<file path="config.mk">
export PLATFORM = sky130hd
export DESIGN_NAME = alu_issue_stage_flat
export DESIGN_NICKNAME = d
export VERILOG_FILES = /design/src/rtl/alu_issue_stage_if.sv /design/src/rtl/alu_issue_stage.sv /design/src/flat_wrapper.sv
export SDC_FILE = /design/constraint.sdc
export NUM_CORES = 1
export LEC_CHECK = 0
export ABC_AREA = 1
export CORE_MARGIN = 10
export CORE_UTILIZATION = 30
export CTS_CLUSTER_SIZE = 25
export DETAILED_ROUTE_END_ITERATION = 12
export GPL_ROUTABILITY_DRIVEN = 0
export PLACE_DENSITY_LB_ADDON = 0.08
export SYNTH_ARGS = -nofsm -noshare
export SYNTH_HDL_FRONTEND = slang
export SYNTH_SLANG_ARGS = --single-unit
</file>
<file path="constraint.sdc">
create_clock -name clk -period 2.2 [get_ports clk]
set_input_delay 0.44 -clock clk [delete_from_list [all_inputs] [get_ports clk]]
set_output_delay 0.44 -clock clk [all_outputs]
set_load 0.005 [all_outputs]
</file>
<file path="src/rtl/alu_issue_stage_if.sv">
// ID/EX issue-stage bundle: decoder-side request, forwarding taps, ALU-side response.
// Combinational wiring only; no latency of its own.
// Backpressure travels as in_ready (to the decoder) and out_ready (from the ALU).
interface alu_issue_stage_if #(
  parameter int word_size      = 16,
  parameter int reg_addr_width = 3
);
  logic                      flush;
  logic                      in_valid;
  logic                      in_ready;
  logic [1:0]                in_operation;
  logic [reg_addr_width-1:0] in_rs1;
  logic [reg_addr_width-1:0] in_rs2;
  logic [word_size-1:0]      in_rs1_data;
  logic [word_size-1:0]      in_rs2_data;
  logic [word_size-1:0]      in_imm;
  logic                      in_use_imm;
  logic [reg_addr_width-1:0] in_rd;
  logic                      in_reg_write;
  logic                      in_mem_read;
  logic                      ex_fwd_valid;
  logic [reg_addr_width-1:0] ex_fwd_rd;
  logic [word_size-1:0]      ex_fwd_data;
  logic                      ex_fwd_is_load;
  logic                      wb_fwd_valid;
  logic [reg_addr_width-1:0] wb_fwd_rd;
  logic [word_size-1:0]      wb_fwd_data;
  logic                      out_valid;
  logic                      out_ready;
  logic [1:0]                out_operation;
  logic [word_size-1:0]      out_operandA;
  logic [word_size-1:0]      out_operandB;
  logic [word_size-1:0]      out_store_data;
  logic [reg_addr_width-1:0] out_rd;
  logic                      out_reg_write;
  logic                      out_mem_read;
  logic [15:0]               stall_count;

  modport master (
    output flush, in_valid, in_operation, in_rs1, in_rs2, in_rs1_data, in_rs2_data,
           in_imm, in_use_imm, in_rd, in_reg_write, in_mem_read,
           ex_fwd_valid, ex_fwd_rd, ex_fwd_data, ex_fwd_is_load,
           wb_fwd_valid, wb_fwd_rd, wb_fwd_data, out_ready,
    input  in_ready, out_valid, out_operation, out_operandA, out_operandB,
           out_store_data, out_rd, out_reg_write, out_mem_read, stall_count
  );

  modport slave (
    input  flush, in_valid, in_operation, in_rs1, in_rs2, in_rs1_data, in_rs2_data,
           in_imm, in_use_imm, in_rd, in_reg_write, in_mem_read,
           ex_fwd_valid, ex_fwd_rd, ex_fwd_data, ex_fwd_is_load,
           wb_fwd_valid, wb_fwd_rd, wb_fwd_data, out_ready,
    output in_ready, out_valid, out_operation, out_operandA, out_operandB,
           out_store_data, out_rd, out_reg_write, out_mem_read, stall_count
  );
endinterface

</file>
<file path="src/rtl/alu_issue_stage.sv">
// ID/EX register: resolves operands with EX/WB forwarding and feeds the 16-bit ALU.
// Latency 1 cycle from capture to outputs; a full-throughput skid-less register.
// Backpressure: in_ready drops on held-and-stalled output, load-use hazard or flush.
module alu_issue_stage #(
  parameter int word_size      = 16,
  parameter int reg_addr_width = 3
) (
  input logic               clk,
  input logic               rst_n,
  alu_issue_stage_if.slave  bus
);

  logic                      w_hazard;
  logic                      w_in_ready;
  logic                      w_capture;
  logic [word_size-1:0]      w_fwd_rs1;
  logic [word_size-1:0]      w_fwd_rs2;
  logic [word_size-1:0]      w_operand_b;

  logic                      r_valid;
  logic [1:0]                r_operation;
  logic [word_size-1:0]      r_operand_a;
  logic [word_size-1:0]      r_operand_b;
  logic [word_size-1:0]      r_store_data;
  logic [reg_addr_width-1:0] r_rd;
  logic                      r_reg_write;
  logic                      r_mem_read;
  logic [15:0]               r_stall_count;

  // Operand resolution: x0 is hard zero, a load in EX has no data yet, EX beats WB.
  function automatic logic [word_size-1:0] resolve(
    input logic [reg_addr_width-1:0] rs,
    input logic [word_size-1:0]      rf_data,
    input logic                      ex_valid,
    input logic                      ex_is_load,
    input logic [reg_addr_width-1:0] ex_rd,
    input logic [word_size-1:0]      ex_data,
    input logic                      wb_valid,
    input logic [reg_addr_width-1:0] wb_rd,
    input logic [word_size-1:0]      wb_data
  );
    logic [word_size-1:0] v;
    if (rs == '0)                                        v = '0;
    else if (ex_valid && !ex_is_load && ex_rd == rs)     v = ex_data;
    else if (wb_valid && wb_rd == rs)                    v = wb_data;
    else                                                 v = rf_data;
    return v;
  endfunction

  // Forwarded source values for both operands.
  always_comb begin
    w_fwd_rs1 = resolve(bus.in_rs1, bus.in_rs1_data, bus.ex_fwd_valid, bus.ex_fwd_is_load,
                        bus.ex_fwd_rd, bus.ex_fwd_data, bus.wb_fwd_valid, bus.wb_fwd_rd,
                        bus.wb_fwd_data);
    w_fwd_rs2 = resolve(bus.in_rs2, bus.in_rs2_data, bus.ex_fwd_valid, bus.ex_fwd_is_load,
                        bus.ex_fwd_rd, bus.ex_fwd_data, bus.wb_fwd_valid, bus.wb_fwd_rd,
                        bus.wb_fwd_data);
    w_operand_b = bus.in_use_imm ? bus.in_imm : w_fwd_rs2;
  end

  // Load-use hazard: the load's data only exists after EX, so the consumer must wait.
  always_comb begin
    w_hazard = 1'b0;
    if (bus.in_valid && bus.ex_fwd_valid && bus.ex_fwd_is_load && bus.ex_fwd_rd != '0) begin
      if (bus.ex_fwd_rd == bus.in_rs1)                       w_hazard = 1'b1;
      if (bus.ex_fwd_rd == bus.in_rs2 && !bus.in_use_imm)   w_hazard = 1'b1;
    end
  end

  assign w_in_ready = (!r_valid || bus.out_ready) && !w_hazard && !bus.flush;
  assign w_capture  = bus.in_valid && w_in_ready;

  // Valid bit: flush wins, then a capture refills, else a consumed entry becomes a bubble.
  always_ff @(posedge clk or negedge rst_n) begin
    if (!rst_n)             r_valid <= 1'b0;
    else if (bus.flush)     r_valid <= 1'b0;
    else if (w_capture)     r_valid <= 1'b1;
    else if (bus.out_ready) r_valid <= 1'b0;
  end

  // Payload only loads on capture, so a held entry is frozen including its forwarded values.
  always_ff @(posedge clk or negedge rst_n) begin
    if (!rst_n) begin
      r_operation  <= 2'b00;
      r_operand_a  <= '0;
      r_operand_b  <= '0;
      r_store_data <= '0;
      r_rd         <= '0;
      r_reg_write  <= 1'b0;
      r_mem_read   <= 1'b0;
    end else if (w_capture) begin
      r_operation  <= bus.in_operation;
      r_operand_a  <= w_fwd_rs1;
      r_operand_b  <= w_operand_b;
      r_store_data <= w_fwd_rs2;
      r_rd         <= bus.in_rd;
      r_reg_write  <= bus.in_reg_write;
      r_mem_read   <= bus.in_mem_read;
    end
  end

  // Saturating count of load-use stall cycles.
  always_ff @(posedge clk or negedge rst_n) begin
    if (!rst_n)                               r_stall_count <= '0;
    else if (w_hazard && r_stall_count != '1) r_stall_count <= r_stall_count + 16'd1;
  end

  assign bus.in_ready       = w_in_ready;
  assign bus.out_valid      = r_valid;
  assign bus.out_operation  = r_operation;
  assign bus.out_operandA   = r_operand_a;
  assign bus.out_operandB   = r_operand_b;
  assign bus.out_store_data = r_store_data;
  assign bus.out_rd         = r_rd;
  assign bus.out_reg_write  = r_reg_write;
  assign bus.out_mem_read   = r_mem_read;
  assign bus.stall_count    = r_stall_count;

endmodule

</file>
<file path="src/flat_wrapper.sv">
// flat-port wrapper written by rule: the top's interface ports become plain ports
module alu_issue_stage_flat 
#(
  parameter int word_size      = 16,
  parameter int reg_addr_width = 3
)
  (clk, rst_n, bus_flush, bus_in_valid, bus_in_operation, bus_in_rs1, bus_in_rs2, bus_in_rs1_data, bus_in_rs2_data, bus_in_imm, bus_in_use_imm, bus_in_rd, bus_in_reg_write, bus_in_mem_read, bus_ex_fwd_valid, bus_ex_fwd_rd, bus_ex_fwd_data, bus_ex_fwd_is_load, bus_wb_fwd_valid, bus_wb_fwd_rd, bus_wb_fwd_data, bus_out_ready, bus_in_ready, bus_out_valid, bus_out_operation, bus_out_operandA, bus_out_operandB, bus_out_store_data, bus_out_rd, bus_out_reg_write, bus_out_mem_read, bus_stall_count);
  alu_issue_stage_if #(.word_size(word_size), .reg_addr_width(reg_addr_width)) bus_i ();
  input logic clk;
  input logic rst_n;
  input wire logic [$bits(bus_i.flush)-1:0] bus_flush;
  input wire logic [$bits(bus_i.in_valid)-1:0] bus_in_valid;
  input wire logic [$bits(bus_i.in_operation)-1:0] bus_in_operation;
  input wire logic [$bits(bus_i.in_rs1)-1:0] bus_in_rs1;
  input wire logic [$bits(bus_i.in_rs2)-1:0] bus_in_rs2;
  input wire logic [$bits(bus_i.in_rs1_data)-1:0] bus_in_rs1_data;
  input wire logic [$bits(bus_i.in_rs2_data)-1:0] bus_in_rs2_data;
  input wire logic [$bits(bus_i.in_imm)-1:0] bus_in_imm;
  input wire logic [$bits(bus_i.in_use_imm)-1:0] bus_in_use_imm;
  input wire logic [$bits(bus_i.in_rd)-1:0] bus_in_rd;
  input wire logic [$bits(bus_i.in_reg_write)-1:0] bus_in_reg_write;
  input wire logic [$bits(bus_i.in_mem_read)-1:0] bus_in_mem_read;
  input wire logic [$bits(bus_i.ex_fwd_valid)-1:0] bus_ex_fwd_valid;
  input wire logic [$bits(bus_i.ex_fwd_rd)-1:0] bus_ex_fwd_rd;
  input wire logic [$bits(bus_i.ex_fwd_data)-1:0] bus_ex_fwd_data;
  input wire logic [$bits(bus_i.ex_fwd_is_load)-1:0] bus_ex_fwd_is_load;
  input wire logic [$bits(bus_i.wb_fwd_valid)-1:0] bus_wb_fwd_valid;
  input wire logic [$bits(bus_i.wb_fwd_rd)-1:0] bus_wb_fwd_rd;
  input wire logic [$bits(bus_i.wb_fwd_data)-1:0] bus_wb_fwd_data;
  input wire logic [$bits(bus_i.out_ready)-1:0] bus_out_ready;
  output wire logic [$bits(bus_i.in_ready)-1:0] bus_in_ready;
  output wire logic [$bits(bus_i.out_valid)-1:0] bus_out_valid;
  output wire logic [$bits(bus_i.out_operation)-1:0] bus_out_operation;
  output wire logic [$bits(bus_i.out_operandA)-1:0] bus_out_operandA;
  output wire logic [$bits(bus_i.out_operandB)-1:0] bus_out_operandB;
  output wire logic [$bits(bus_i.out_store_data)-1:0] bus_out_store_data;
  output wire logic [$bits(bus_i.out_rd)-1:0] bus_out_rd;
  output wire logic [$bits(bus_i.out_reg_write)-1:0] bus_out_reg_write;
  output wire logic [$bits(bus_i.out_mem_read)-1:0] bus_out_mem_read;
  output wire logic [$bits(bus_i.stall_count)-1:0] bus_stall_count;
  assign bus_i.flush = bus_flush;
  assign bus_i.in_valid = bus_in_valid;
  assign bus_i.in_operation = bus_in_operation;
  assign bus_i.in_rs1 = bus_in_rs1;
  assign bus_i.in_rs2 = bus_in_rs2;
  assign bus_i.in_rs1_data = bus_in_rs1_data;
  assign bus_i.in_rs2_data = bus_in_rs2_data;
  assign bus_i.in_imm = bus_in_imm;
  assign bus_i.in_use_imm = bus_in_use_imm;
  assign bus_i.in_rd = bus_in_rd;
  assign bus_i.in_reg_write = bus_in_reg_write;
  assign bus_i.in_mem_read = bus_in_mem_read;
  assign bus_i.ex_fwd_valid = bus_ex_fwd_valid;
  assign bus_i.ex_fwd_rd = bus_ex_fwd_rd;
  assign bus_i.ex_fwd_data = bus_ex_fwd_data;
  assign bus_i.ex_fwd_is_load = bus_ex_fwd_is_load;
  assign bus_i.wb_fwd_valid = bus_wb_fwd_valid;
  assign bus_i.wb_fwd_rd = bus_wb_fwd_rd;
  assign bus_i.wb_fwd_data = bus_wb_fwd_data;
  assign bus_i.out_ready = bus_out_ready;
  assign bus_in_ready = bus_i.in_ready;
  assign bus_out_valid = bus_i.out_valid;
  assign bus_out_operation = bus_i.out_operation;
  assign bus_out_operandA = bus_i.out_operandA;
  assign bus_out_operandB = bus_i.out_operandB;
  assign bus_out_store_data = bus_i.out_store_data;
  assign bus_out_rd = bus_i.out_rd;
  assign bus_out_reg_write = bus_i.out_reg_write;
  assign bus_out_mem_read = bus_i.out_mem_read;
  assign bus_stall_count = bus_i.stall_count;
  alu_issue_stage #(.word_size(word_size), .reg_addr_width(reg_addr_width)) u_core (.clk(clk), .rst_n(rst_n), .bus(bus_i));
endmodule
</file>
==> metrics.txt, run 1 <==
Area Growth Syn to Fin=57.2%; met2 global-route usage=~27%; Yosys warnings=0; register area share after synthesis=approximately two fifths; WP data arrival=between 1.5 and 2 ns; cell area after layout=approximately 7200 µm²; Synth top area share=39.2%; nets@finish=about 1000; DRT iter0 DRCs=323; Clock Latency Late Sink=~0.35 ns; Pleak=about 3.6 nW; Slew Viols, Final=0; largest net degree at the start of global routing=60; Final setup viols=0; Area after DPL=~6800 µm²; Pre-Repair DR Iteration Count=5; startpoint types=input pin; TritonCTS clock tree=built; IO Count=181; Die Span Y=about 140 µm; outcome=finished clean; via count=between 5000 and 6000; Initial Util=between 30% and 40%; clk sink count=72; pwr dens=slightly below 700 nW/µm²; Hold Vio Cnt, Final=0; CTS H-tree depth=3; critical path peak fanout=2; Seq cells post-synth=72; antenna violations before repair=1; DR DRC count=0; vias in the first global route=4990; final worst-path cycle share=95.9%; maximum capacitance violations=0; core footprint=~15000 µm²; total CTS buffers=9; Avg Cell Area, Syn=roughly 6.6 µm²; type of the worst min-delay path=in -> async; Fmax=474 MHz; share of layout cells above drive strength 1=about 8.4%; Avg Vias per Cell=between 4 and 5; first-pass GRT wire length=27200 µm; gr ovfl total=0; # diodes=0; Max IR drop VDD=0.374 mV; Clock transition at path regs=approximately 0.060 ns; global routing's busiest layer=met2; kind of critical path=in -> out; Pwr Total=0.00490 W; WL/cell=approximately 16 µm; GRT Util Overall=between 10% and 20%; post-synthesis cell count=~700; Max-slew headroom=62.4%; die area=between 20000 and 25000 µm²; Worst Skew=around 0.0085 ns; setup TNS=0 ns; width of the die=about 140 µm; met1 usage=21.0%; cell accounting for the most synthesized area=dfrtp_1; DRT antenna net count=0; clk buf depth=2; WP data required=1.76 ns; Netlist cell types=26; syn_nets=801; GR met3 Demand/Resource=5.08%; fin cells=roughly 1100; cell area after technology mapping=~4600 µm²; final wirelength=between 15000 and 20000 µm; synth top area cells=dfrtp_1, nand2_1, nand3_1, inv_1, o21ai_0; min cycle time layout=~2.1 ns; dpl cells=~1100; Layout Utilization=47.8%; I/O Buffers=between 150 and 200; root buffer cell=clkbuf_16; Post-DP HPWL=~14000 µm; worst slew pin tran=0.564 ns; FP Rows=45; endpoint class of the critical path=output pin
cell usage in the layout, fill, tap and decap left out, types with 3 or more instances in the layout:
master / n
buf_12: 8
nor2_1: 47
nand3_2: 3
o21ai_0: 44
inv_1: 77
buf_4: 33
inv_2: 3
xor2_1: 10
clkbuf_16: 9
nand3_1: 73
xnor2_2: 4
xnor2_1: 5
nor2_2: 4
dfrtp_1: 72
dlygate4sd2_1: 6
nand4_1: 35
clkdlybuf4s50_1: 169
nor3_1: 6
nand2_1: 257
o21ai_1: 9
worst max-delay path: stages:
cell and delay, ns:
clkdlybuf4s50_1 0.50, nand3_2 0.08, a21oi_2 0.12, a21boi_4 0.21
nor3_1 0.06, dlygate4sd2_1 0.26
where the power goes:
| part | switching, W | internal, W | leakage (nW) |
|---|---|---|---|
| logic | 0.000707 | 0.000852 | 2.50 |
| clock network | 0.000574 | 0.00106 | 0.159 |
| registers | 0.000151 | 0.00156 | 0.906 |
| total | 0.00143 | 0.00347 | 3.56 |
routing by layer:
layer	up-vias	wire length, µm
met2	189	8090
met3	20	1510
li1	2589	-
met1	2313	7470
met5	-	13
met4	2	279
metrics by stage:
stage	setup slack, ns	hold slack, ns
floorplan	0.434	0.144
global placement	-0.337	0.464
detailed placement	-0.402	0.467
CTS	0.00434	0.109
global route	-0.0159	0.125
finish	0.0898	0.0848
flip-flops by register name (all words and copies together), names as in the netlist:
| register | count |
|---|---|
| u_core.bus.out_reg_write | 1 |
| u_core.bus.out_valid | 1 |
| u_core.bus.stall_count | 16 |
| u_core.bus.out_operandA | 16 |
| u_core.bus.out_operandB | 16 |
| u_core.bus.out_operation | 2 |
| u_core.bus.out_store_data | 16 |
| u_core.bus.out_mem_read | 1 |
| u_core.bus.out_rd | 3 |
cells in the mapped netlist, drive strengths merged:
master,number
o21ai,53
a21oi,1
clkbuf,18
nor2,51
a21boi,1
buf,17
nand4,35
nor4,1
o22ai,1
nor3,6
xnor2,9
xor2,10
and2,1
ha,1
nand3,77
inv,80
dfrtp,72
nand2,258
cell families (layout without fill, tap and decap cells):
family | count (synthesis) | in the layout | synth area share [%]
adder cells (fa/ha/maj) | 1 | 1 | 0.273
AO/OA/AOI/OAI | 56 | 56 | 6.27
buffers and inverters | 115 | 316 | 10.6
flip-flops | 72 | 72 | 39.2
AND/OR/NAND/NOR | 429 | 429 | 39.7
XOR/XNOR | 19 | 19 | 3.95
layout make-up:
type                            instances  area (µm²)
Inverter                               80         300
Sequential cell                        72        1800
Fill cell                            1478        7870
Tap cell                              188         235
Clock inverter                          4        76.3
Clock buffer                           12         256
Timing Repair Buffer                  220        2190
Multi-Input combinational cell        505        2350
final timing paths:
check	startpoint	endpoint	slack, ns	cells past startpoint
worst max-delay path	bus_ex_fwd_is_load	bus_in_ready	0.09	6
worst min-delay path	rst_n	u_core.bus.out_operandB[1]	0.08	1
worst min register to register	u_core.bus.out_operandB[13]	u_core.bus.out_operandB[13]	0.48	2
worst max register to register	u_core.bus.stall_count[1]	u_core.bus.stall_count[12]	0.38	10
min in group clk	u_core.bus.out_operandB[13]	u_core.bus.out_operandB[13]	0.48	2
max in group asynchronous	rst_n	u_core.bus.out_rd[1]	1.52	2
repair_timing:
action                                  in CTS  in global routing
setup buffers                                3                  2
endpoints found under the setup margin       1                  1
gates resized for setup                      8                 13
hold buffers                                 0                  0
endpoints found under the hold margin        0                  0
pin swaps                                    3                  3
Note: power is estimated with default switching activity, not from simulation.
==> inputs of run 2 (changes only) <==
--- a/config.mk
+++ b/config.mk
@@ -6,7 +6,7 @@
 export NUM_CORES = 1
 export LEC_CHECK = 0
 export ABC_AREA = 1
-export CORE_MARGIN = 10
+export CORE_MARGIN = 4
 export CORE_UTILIZATION = 30
 export CTS_CLUSTER_SIZE = 25
 export DETAILED_ROUTE_END_ITERATION = 12
==> run 2 against run 1 <==
Effect of this change: maximum frequency rose by 3.2%; via count rose by 0.84%; flip-flop and latch count did not move; register-to-register slack got worse by 0.04 ns; critical path depth rose by 7; clock skew fell by 0.0056 ns; largest cell class unchanged; largest power group unchanged.
==> metrics.txt, run 2 (synthesis results as in run 1) <==
Most Frequent Cell on Critical Path=buf_4; final worst-path cycle share=between 90% and 100%; min cycle time layout=2.05 ns; WP data arrival=between 2 and 2.5 ns; cell count along the critical path=13; worst slew pin tran=0.435 ns; FP Rows=44; maximum capacitance violations=0; largest net degree at the start of global routing=56; critical path peak fanout=10; pwr dens=636 nW/µm²; vias in the first global route=5146; first-pass GRT wire length=between 20000 and 30000 µm; core footprint=between 10000 and 15000 µm²; clk buf depth=2; Fmax=between 400 and 500 MHz; Crit path buffers/inverters=7; Post-DP HPWL=roughly 13000 µm; startpoint types=input pin; I/O Buffers=180; gr ovfl total=0; kind of critical path=in -> reg; reg2reg path depth=11; clk sink count=roughly 70; # diodes=0; DRT iter0 DRCs=a little under 300; type of the worst min-delay path=in -> async; most frequent cells in the layout=nand2_1, clkdlybuf4s50_1, inv_1, nand3_1, dfrtp_1; Max-slew headroom=a little under three quarters; cells along the critical path=dlygate4sd2_1 -> xnor2_1 -> buf_4 -> buf_4 -> buf_4 -> buf_4 -> buf_4 -> and2_1 -> nand3_1 -> buf_4 -> nand3_1 -> nand2_1 -> o21ai_0; DR DRC count=0; root buffer cell=clkbuf_16; CTS Hold Buffers Added=0; DRT antenna net count=0; RSZ-0062 raised after global routing=no; WP data required=between 2 and 2.5 ns; Initial Util=a little under a third; IO Count=between 150 and 200; setup TNS=0 ns; Worst Skew=0.00292 ns; outcome=finished clean; WL/cell=between 15 and 20 µm; TritonCTS clock tree=built; Avg Vias per Cell=roughly 4.8; GRT Util Overall=between 10% and 20%; width of the die=between 100 and 150 µm; Clock Latency Late Sink=around 0.34 ns; end of the worst register-to-register path=u_core.bus.stall_count[7]; Worst path max stage delay=between 0.2 and 0.3 ns; Max IR drop VDD=between 0.3 and 0.4 mV; total CTS buffers=9; Final setup viols=0; via count=5156; Hold Vio Cnt, Final=0; Pre-Repair DR Iteration Count=4; endpoint class of the critical path=flop; Slowest cell on crit path=dlygate4sd2_1; Die Span Y=about 130 µm; die area=about 17000 µm²; final wirelength=16500 µm; Area Growth Syn to Fin=56.4%; CTS H-tree depth=3; share of layout cells above drive strength 1=8.68%; commonest non-fill, non-tap cell in the layout=nand2_1; antenna violations before repair=2; Slew Viols, Final=0; r2r startpoint=u_core.bus.stall_count[0]; reg-to-reg slack, setup=~0.34 ns; Pwr Total=between 0.004 and 0.005 W; Clock transition at path regs=around 0.060 ns; nets@finish=1005; kind of cell adding the most delay to the critical path=buffers and inverters; Pleak=around 3.6 nW
run 2: changes by cell type in the layout (fill, tap and decap cells not counted), sizes merged:
| cell | previous run | this run |
|---|---|---|
| buf | 41 | 49 |
| dlygate4sd2 | 6 | 5 |
| clkinv | 1 | 3 |
| dlymetal6s2s | 2 | 4 |
| bufinv | 2 | 0 |
| clkbuf | 13 | 10 |
run 2: worst max path at each step:
stage	start	to	slack, ns
final	bus_ex_fwd_rd[0]	u_core.bus.out_operandA[10]	0.15
after global routing	bus_ex_fwd_is_load	u_core.bus.stall_count[4]	0.02
after CTS	bus_in_rs1[1]	bus_in_ready	0.02
after detailed placement	bus_ex_fwd_rd[2]	bus_in_ready	-0.34
after global placement	bus_ex_fwd_rd[2]	bus_in_ready	-0.31
after floorplan	u_core.bus.stall_count[0]	u_core.bus.stall_count[4]	0.43
run 2: layout make-up:
type	instances	area [µm²]
clock buffer	10	239
clock inverter	4	22.5
fill	1509	7570
inverter	80	300
multi-input combinational	505	2330
sequential	72	1800
tap	184	230
timing repair buffer	228	2250
run 2: repair_timing:
item | 4_1_cts | 5_1_grt
pin swaps | 5 | 2
cloned | 0 | 0
buffers inserted | 10 | 0
gates resized for setup | 7 | 11
setup endpoints to repair | 1 | 11
run 2: report_power, final:
part	internal [W]	total, W	switching (W)
clock network	0.000774	0.00131	0.000541
registers	0.00156	0.00174	0.000172
logic	0.000851	0.00152	0.000667
run 2: routing by layer:
layer | vias to the layer above | wire [µm] | GRT usage [%]
met5 | - | 29 | 0
met4 | 4 | 550 | 8.05
met3 | 32 | 978 | 5.20
met2 | 174 | 7480 | 30.6
met1 | 2349 | 7430 | 23.9
li1 | 2597 | - | -
run 2: through the flow:
step | instance area (µm²) | setup slack (ns) | std cells | util [%] | hold WS, ns
2_1_floorplan | 4590 | 0.434 | 692 | - | 0.144
3_5_place_dp | 6820 | -0.336 | 1059 | 46.2 | 0.418
3_3_place_gp | 6820 | -0.312 | 1059 | 46.2 | 0.420
6_report | 7180 | 0.154 | 1083 | 48.7 | 0.0461
5_1_grt | 7180 | 0.0221 | 1083 | 48.7 | 0.0720
4_1_cts | 7160 | 0.0226 | 1083 | 48.5 | 0.0534
run 2: worst reg2reg max path, stage by stage (launching register included):
cell	delay, ns
dfrtp_1	0.50
ha_1	0.25
nand3_1	0.13
nor2_1	0.16
nand2_1	0.10
nor2_1	0.11
nand2_1	0.08
nand2_2	0.11
buf_4	0.17
nor2_1	0.05
nand2_1	0.05
nand2_1	0.05
